### src/rtl/bus_sched_if.sv
// ============================================================================
// Module      : bus_sched_if
// Description : Request/grant bundle between bus masters and the bus_sched
//               arbiter.
// Revision    : 1.0 - initial release
// ============================================================================
`default_nettype none

interface bus_sched_if #(
  parameter int NREQ = 8
);
  logic [NREQ-1:0] bus_req;
  logic            bus_rd;
  logic            bus_wr;
  logic            bus_ready;
  logic [NREQ-1:0] bus_ack;
  logic [2:0]      bus_owner;
  logic            bus_owner_vld;
  logic            bus_timeout;

  modport master (
    output bus_req, bus_rd, bus_wr, bus_ready,
    input  bus_ack, bus_owner, bus_owner_vld, bus_timeout
  );

  modport slave (
    input  bus_req, bus_rd, bus_wr, bus_ready,
    output bus_ack, bus_owner, bus_owner_vld, bus_timeout
  );
endinterface

`default_nettype wire

### src/rtl/bus_sched.sv
// ============================================================================
// Module      : bus_sched
// Description : Registered grant-holding bus arbiter with one idle turnaround
//               cycle between owners and a stalled-transfer watchdog.
//               Define BUS_SCHED_RR_EN for round-robin, else fixed priority.
// Revision    : 1.0 - initial release
// ============================================================================
`default_nettype none

module bus_sched #(
  parameter int NREQ    = 8,
  parameter int TIMEOUT = 255
) (
  input  logic         clk,
  input  logic         rst,
  bus_sched_if.slave   bus
);

  localparam logic [1:0]      c_idle      = 2'd0;
  localparam logic [1:0]      c_owned     = 2'd1;
  localparam logic [1:0]      c_turn      = 2'd2;
  localparam logic [7:0]      c_wdog_last = 8'(TIMEOUT - 1);
  localparam bit              c_wdog_en   = (TIMEOUT != 0);
  localparam logic [NREQ-1:0] c_one       = {{(NREQ-1){1'b0}}, 1'b1};

  logic [1:0]      r_state;
  logic [NREQ-1:0] r_ack;
  logic [2:0]      r_owner;
  logic            r_vld;
  logic            r_timeout;
  logic [7:0]      r_wdog;
  logic [2:0]      r_last;

  logic [7:0]      w_req8;
  logic [2:0]      w_idx;
  logic [2:0]      w_win;
  logic            w_found;
  logic            w_owner_req;
  logic            w_stall;
  logic            w_fire;

  assign w_req8      = 8'(bus.bus_req);
  assign w_owner_req = |(bus.bus_req & r_ack);
  assign w_stall     = (bus.bus_rd | bus.bus_wr) & ~bus.bus_ready;
  assign w_fire      = c_wdog_en && w_stall && (r_wdog == c_wdog_last);

  // Loops run from lowest to highest priority so the last hit is the winner.
  always_comb begin
    w_found = 1'b0;
    w_win   = 3'd0;
    w_idx   = 3'd0;
`ifdef BUS_SCHED_RR_EN
    for (int k = NREQ; k >= 1; k--) begin
      w_idx = 3'((int'(r_last) + k) % NREQ);
      if (w_req8[w_idx]) begin
        w_found = 1'b1;
        w_win   = w_idx;
      end
    end
`else
    for (int i = NREQ - 1; i >= 0; i--) begin
      w_idx = 3'(i);
      if (w_req8[w_idx]) begin
        w_found = 1'b1;
        w_win   = w_idx;
      end
    end
`endif
  end

  always_ff @(posedge clk or posedge rst) begin
    if (rst) begin
      r_state   <= c_idle;
      r_ack     <= '0;
      r_owner   <= 3'd0;
      r_vld     <= 1'b0;
      r_timeout <= 1'b0;
      r_wdog    <= 8'd0;
      r_last    <= 3'(NREQ - 1);
    end else begin
      r_timeout <= 1'b0;
      case (r_state)
        c_owned: begin
          if (!w_owner_req || w_fire) begin
            r_state   <= c_turn;
            r_ack     <= '0;
            r_owner   <= 3'd0;
            r_vld     <= 1'b0;
            r_wdog    <= 8'd0;
            r_timeout <= w_owner_req;
          end else if (!w_stall) begin
            r_wdog <= 8'd0;
          end else if (r_wdog != 8'hFF) begin
            r_wdog <= r_wdog + 8'd1;
          end
        end
        // IDLE and TURN arbitrate identically; an illegal code falls in here too.
        default: begin
          r_wdog <= 8'd0;
          if (w_found) begin
            r_state <= c_owned;
            r_ack   <= c_one << w_win;
            r_owner <= w_win;
            r_vld   <= 1'b1;
            r_last  <= w_win;
          end else begin
            r_state <= c_idle;
            r_ack   <= '0;
            r_owner <= 3'd0;
            r_vld   <= 1'b0;
          end
        end
      endcase
    end
  end

  assign bus.bus_ack       = r_ack;
  assign bus.bus_owner     = r_owner;
  assign bus.bus_owner_vld = r_vld;
  assign bus.bus_timeout   = r_timeout;

endmodule

`default_nettype wire

### src/flat_wrapper.sv
// flat-port wrapper written by rule: the top's interface ports become plain ports
module bus_sched_flat 
#(
  parameter int NREQ    = 8,
  parameter int TIMEOUT = 255
)
  (clk, rst, bus_bus_req, bus_bus_rd, bus_bus_wr, bus_bus_ready, bus_bus_ack, bus_bus_owner, bus_bus_owner_vld, bus_bus_timeout);
  bus_sched_if #(.NREQ(NREQ)) bus_i ();
  input  logic clk;
  input  logic rst;
  input wire logic [$bits(bus_i.bus_req)-1:0] bus_bus_req;
  input wire logic [$bits(bus_i.bus_rd)-1:0] bus_bus_rd;
  input wire logic [$bits(bus_i.bus_wr)-1:0] bus_bus_wr;
  input wire logic [$bits(bus_i.bus_ready)-1:0] bus_bus_ready;
  output wire logic [$bits(bus_i.bus_ack)-1:0] bus_bus_ack;
  output wire logic [$bits(bus_i.bus_owner)-1:0] bus_bus_owner;
  output wire logic [$bits(bus_i.bus_owner_vld)-1:0] bus_bus_owner_vld;
  output wire logic [$bits(bus_i.bus_timeout)-1:0] bus_bus_timeout;
  assign bus_i.bus_req = bus_bus_req;
  assign bus_i.bus_rd = bus_bus_rd;
  assign bus_i.bus_wr = bus_bus_wr;
  assign bus_i.bus_ready = bus_bus_ready;
  assign bus_bus_ack = bus_i.bus_ack;
  assign bus_bus_owner = bus_i.bus_owner;
  assign bus_bus_owner_vld = bus_i.bus_owner_vld;
  assign bus_bus_timeout = bus_i.bus_timeout;
  bus_sched #(.NREQ(NREQ), .TIMEOUT(TIMEOUT)) u_core (.clk(clk), .rst(rst), .bus(bus_i));
endmodule
### config.mk
export PLATFORM = sky130hd
export DESIGN_NAME = bus_sched_flat
export DESIGN_NICKNAME = d
export VERILOG_FILES = /design/src/rtl/bus_sched_if.sv /design/src/rtl/bus_sched.sv /design/src/flat_wrapper.sv
export SDC_FILE = /design/constraint.sdc
export NUM_CORES = 1
export LEC_CHECK = 0
export ABC_CLOCK_PERIOD_IN_PS = 1600
export CORE_MARGIN = 2
export CORE_UTILIZATION = 45
export CTS_BUF_LIST = sky130_fd_sc_hd__clkbuf_2
export DETAILED_ROUTE_END_ITERATION = 12
export PLACE_DENSITY = 0.83
export SLEW_MARGIN = 40
export SYNTH_ARGS = -nofsm -noshare
export SYNTH_HDL_FRONTEND = slang
export SYNTH_SLANG_ARGS = --single-unit
### constraint.sdc
create_clock -name clk -period 1.6 [get_ports clk]
set_input_delay 0.4 -clock clk [delete_from_list [all_inputs] [get_ports clk]]
set_output_delay 0.4 -clock clk [all_outputs]
set_load 0.02 [all_outputs]
==> results_tabular.tex <==
\begin{tabular}{lr}
\hline
Metric & Value \\
\hline
\multicolumn{2}{l}{\textbf{Outcome}} \\
\quad Status & finished clean \\
\multicolumn{2}{l}{\textbf{Pwr}} \\
\quad Peak supply drop & 0.686 mV \\
\quad Power per cell area & 1010 mW/mm\^{}2 \\
\quad Power consumption & 0.00161 W \\
\quad Leakage dissipation & 0.765 nW \\
\multicolumn{2}{l}{\textbf{Critical path}} \\
\quad Cell count along the critical path & 1 \\
\quad Buffer and inverter count on the worst path & 1 \\
\quad Crit. End Element & primary output \\
\quad Depth of the worst register-to-register path & 4 \\
\quad Crit-path leading delay family & flip-flops \\
\quad Reg-to-Reg Start & u\_core.r\_state[1]\$\_DFFE\_PP0P\_ \\
\quad Library cell contributing the largest single delay on the critical path & dfrtp\_1 \\
\quad CP startpoint kind & flip-flop \\
\quad Register-to-register path setup slack & 0.11 ns \\
\quad Launching instance or port of the critical path & u\_core.bus.bus\_owner[0]\$\_DFFE\_PP0P\_ \\
\quad Endpoint required time on the critical path & 1.20 ns \\
\quad Endpoint of the worst setup timing path & bus\_bus\_owner[0] \\
\quad Series of cell instances along the critical path & dlygate4sd2\_1 \\
\quad Highest net fanout along the worst path & 2 \\
\quad Critical path class & flip-flop to primary output \\
\quad Worst R2R End & u\_core.r\_wdog[4]\$\_DFFE\_PP0P\_ \\
\quad Data arrival time at the worst-slack endpoint & 1.16 ns \\
\quad Longest individual stage delay on the worst path & 0.45 ns \\
\multicolumn{2}{l}{\textbf{Clock tree}} \\
\quad Total clock sinks & 22 \\
\quad Clock-pin slew reported for the worst setup and hold paths after clock tree synthesis & 0.21 ns \\
\quad Clock insertion delay at the later pin of the skew report & 0.33 ns \\
\quad CTS Hold Bufs & 0 \\
\quad CTS H-tree depth & 1 \\
\quad Number of buffers between clock root and the deepest sink & 2 \\
\quad Clock tree from TritonCTS & yes \\
\quad Cts bufs inserted & 3 \\
\quad CTS root buffer & clkbuf\_2 \\
\multicolumn{2}{l}{\textbf{Placed design}} \\
\quad Area of placed instances & 0.00150 mm\^{}2 \\
\quad Inst Count DP & 173 \\
\quad Number of input and output port buffers inserted & 25 \\
\quad Final estimated routing congestion in global placement & 0.792 \\
\quad DPL Wire Length & 2130 um \\
\multicolumn{2}{l}{\textbf{Final layout}} \\
\quad Final standard cell utilization of the core & 71.4\% \\
\quad Post-route non-filler standard cell count & 178 \\
\quad Final instance area & 0.00160 mm\^{}2 \\
\quad Layout overhead on the synthesized area & 47.6\% \\
\quad Number of inserted diodes & 0 \\
\quad Net count of the finished layout & 166 \\
\quad Proportion of layout cells with a drive suffix above 1 & 29.3\% \\
\multicolumn{2}{l}{\textbf{Logic synthesis}} \\
\quad Adder-cell share of the synthesized area & 2.31\% \\
\quad Post-synthesis xor/xnor area fraction & 2.43\% \\
\quad Synthesized-area fraction occupied by ao, oa, aoi and oai cells & 21.8\% \\
\quad Ranking of synthesized cells by instance count & dfrtp\_1, nor2\_1, a22o\_1, inv\_1 \\
\quad Cell area after synthesis & 0.00108 mm\^{}2 \\
\quad Register bit total from synthesis & 22 \\
\quad Leading cell types by total area after synthesis & dfrtp\_1, nor2\_1, a22o\_1 \\
\quad Sequential-to-total area share from yosys stat & 50.9\% \\
\quad Portion of netlist area occupied by mux cells & 0\% \\
\quad Net Count, Synth & 117 \\
\quad Post-synth top flop & dfrtp\_1 \\
\quad Synth Area in Simple Gates & 19.3\% \\
\quad Synth warn & 0 \\
\quad Distinct cell type count of the synthesized netlist & 32 \\
\quad Top cell type by total area after synthesis & dfrtp\_1 \\
\quad Number of flops mapped to enable cells by yosys & 0 \\
\quad Most frequent cell after synthesis & dfrtp\_1 \\
\quad Top cell type's share of synthesized area & 50.9\% \\
\quad Main combinational cell family by area after synthesis & compound AO/OA/AOI/OAI gates \\
\quad Synth async-reset ratio & 100\% \\
\quad Post-Syn Instances & 102 \\
\quad Syn avg cell area & 10.6 um\^{}2 \\
\multicolumn{2}{l}{\textbf{Flow run}} \\
\quad Max\_cap viols & 0 \\
\multicolumn{2}{l}{\textbf{GRT}} \\
\quad Overall routing resource usage & 22.6\% \\
\quad Initial antenna violation count & 0 \\
\quad Via count of the first global-routing pass & 1060 \\
\quad Overflow left after global routing & 0 \\
\quad Largest net degree at the start of global routing & 23 \\
\quad Wire length of the first global-routing pass & 4530 um \\
\multicolumn{2}{l}{\textbf{Routing}} \\
\quad Residual DRC & 0 \\
\quad Post-route antenna net violation count & 0 \\
\quad Vias/cell & 5.65 \\
\quad Number of DRC violations after detailed-routing iteration 0 & 10 \\
\quad First-pass iteration count of the detailed router & 4 \\
\quad Total via count in the routed design & 1005 \\
\quad Mean routed wirelength per cell & 16.0 um \\
\quad Wirelength, routed & 2850 um \\
\multicolumn{2}{l}{\textbf{Timing}} \\
\quad RSZ-0062 raised after global routing & no \\
\quad Slew Viols, Final & 0 \\
\quad Max Freq & 640 MHz \\
\quad Number of hold violations in the final report & 0 \\
\quad Relative slew margins & 79.2\% \\
\quad Time the worst path needs with I/O delays and setup & 1.56 ns \\
\quad Ratio of final minimum period to clock period & 97.6\% \\
\quad Final-report setup violation count & 0 \\
\quad Worst Clk Skew & 0.00431 ns \\
\quad Slew at the pin closest to its max-slew limit & 0.311 ns \\
\quad Setup TNS & 0 ns \\
\multicolumn{2}{l}{\textbf{Die}} \\
\quad Effective utilization at floorplan & 48.4\% \\
\quad Full die area & 0.00281 mm\^{}2 \\
\quad Placeable Area & 0.00223 mm\^{}2 \\
\quad Width of the chip & 53.0 um \\
\quad I/O pin count & 26 \\
\quad Number of placement rows & 17 \\
\quad Die height & 53.0 um \\
\multicolumn{2}{l}{\textbf{Worst hold path}} \\
\quad Class of the worst hold path & input pin to asynchronous set/reset pin \\
\hline
\end{tabular}
==> metrics by stage <==
step | setup slack, ns | hold WS [ns]
detailed placement | -0.552 | 0.484
floorplan | 0.0194 | 0.389
global placement | -0.478 | 0.478
finish | 0.0383 | 0.371
global route | 0.00513 | 0.378
CTS | -0.00885 | 0.363
==> worst reg2reg max path, cell delays in order (launching register included) <==
cell,delay [ns]
dfrtp_1,0.44
nand2b_1,0.18
a41o_1,0.23
or3_4,0.40
nor3_2,0.19
==> flip-flops by register name (all words and copies together) (netlist names) <==
signal / cells
u_core.bus.bus_ack: 8
u_core.bus.bus_owner: 3
u_core.r_wdog: 8
u_core.r_state: 2
u_core.bus.bus_timeout: 1
==> how the worst min path moves through the flow <==
stage | from | to | slack, ns
2_1_floorplan | rst | u_core.bus.bus_ack[0]$_DFFE_PP0P_ | 0.39
5_1_grt | rst | u_core.r_wdog[4]$_DFFE_PP0P_ | 0.38
3_5_place_dp | u_core.bus.bus_owner[0]$_DFFE_PP0P_ | u_core.bus.bus_owner[0]$_DFFE_PP0P_ | 0.48
3_3_place_gp | u_core.bus.bus_owner[0]$_DFFE_PP0P_ | u_core.bus.bus_owner[0]$_DFFE_PP0P_ | 0.48
6_report | rst | u_core.r_wdog[4]$_DFFE_PP0P_ | 0.37
4_1_cts | rst | u_core.bus.bus_ack[0]$_DFFE_PP0P_ | 0.36
==> kinds of logic (layout without fill, tap and decap cells) <==
group | after synthesis | after routing
AOI/OAI and AO/OA | 29 | 29
xor gates and xnor gates | 3 | 3
buffers and inverters | 7 | 55
adders and majority gates | 2 | 2
DFF | 22 | 22
and+or+nand+nor | 39 | 39
==> routing by layer <==
metal,up-vias,GRT usage [%],share of wire (%),routed length [um]
met4,0,12.0,3.8,107
li1,480,-,-,-
met3,10,4.24,4.6,131
met2,25,42.3,52,1480
met1,490,23.6,40,1140
met5,-,0,0,0
==> cells in the final DEF, fill, tap and decap left out, drive strengths merged <==
cell type / n
and3: 2
nor3: 5
a31oi: 2
o21bai: 1
nand2: 2
nor2b: 2
xnor2: 3
a41o: 1
or4: 2
buf: 21
ha: 2
o2bb2ai: 4
a211oi: 3
a32o: 2
bufinv: 1
a221oi: 1
dlymetal6s2s: 2
nand3: 3
clkdlybuf4s50: 5
clkbuf: 4
nor4: 1
nor2: 14
a22o: 5
a21oi: 3
and4: 1
dfrtp: 22
dlygate4sd2: 17
nand2b: 2
or3: 2
o21ai: 3
or2: 1
a22oi: 4
nand4: 2
inv: 5
==> cell type report <==
| class | instances | area (um^2) |
|---|---|---|
| Timing Repair Buffer | 46 | 390 |
| Clock buffer | 3 | 15.0 |
| Sequential cell | 22 | 551 |
| Multi-Input combinational cell | 73 | 556 |
| Clock inverter | 1 | 30.0 |
| Fill cell | 167 | 638 |
| Inverter | 5 | 18.8 |
| Tap cell | 28 | 35.0 |
==> timing repair <==
item | 4_1_cts | 5_1_grt
setup buffers | 0 | 1
setup endpoints to repair | 31 | 17
gates resized for setup | 26 | 12
pin swaps | 3 | 6
==> power breakdown <==
| part | switching, W | leakage, nW | internal, W |
|---|---|---|---|
| Sequential | 0.0000597 | 0.298 | 0.000626 |
| Combinational | 0.000292 | 0.440 | 0.000247 |
| Clock | 0.000172 | 0.0266 | 0.000216 |
No activity file was read; power rests on OpenSTA's default activity.
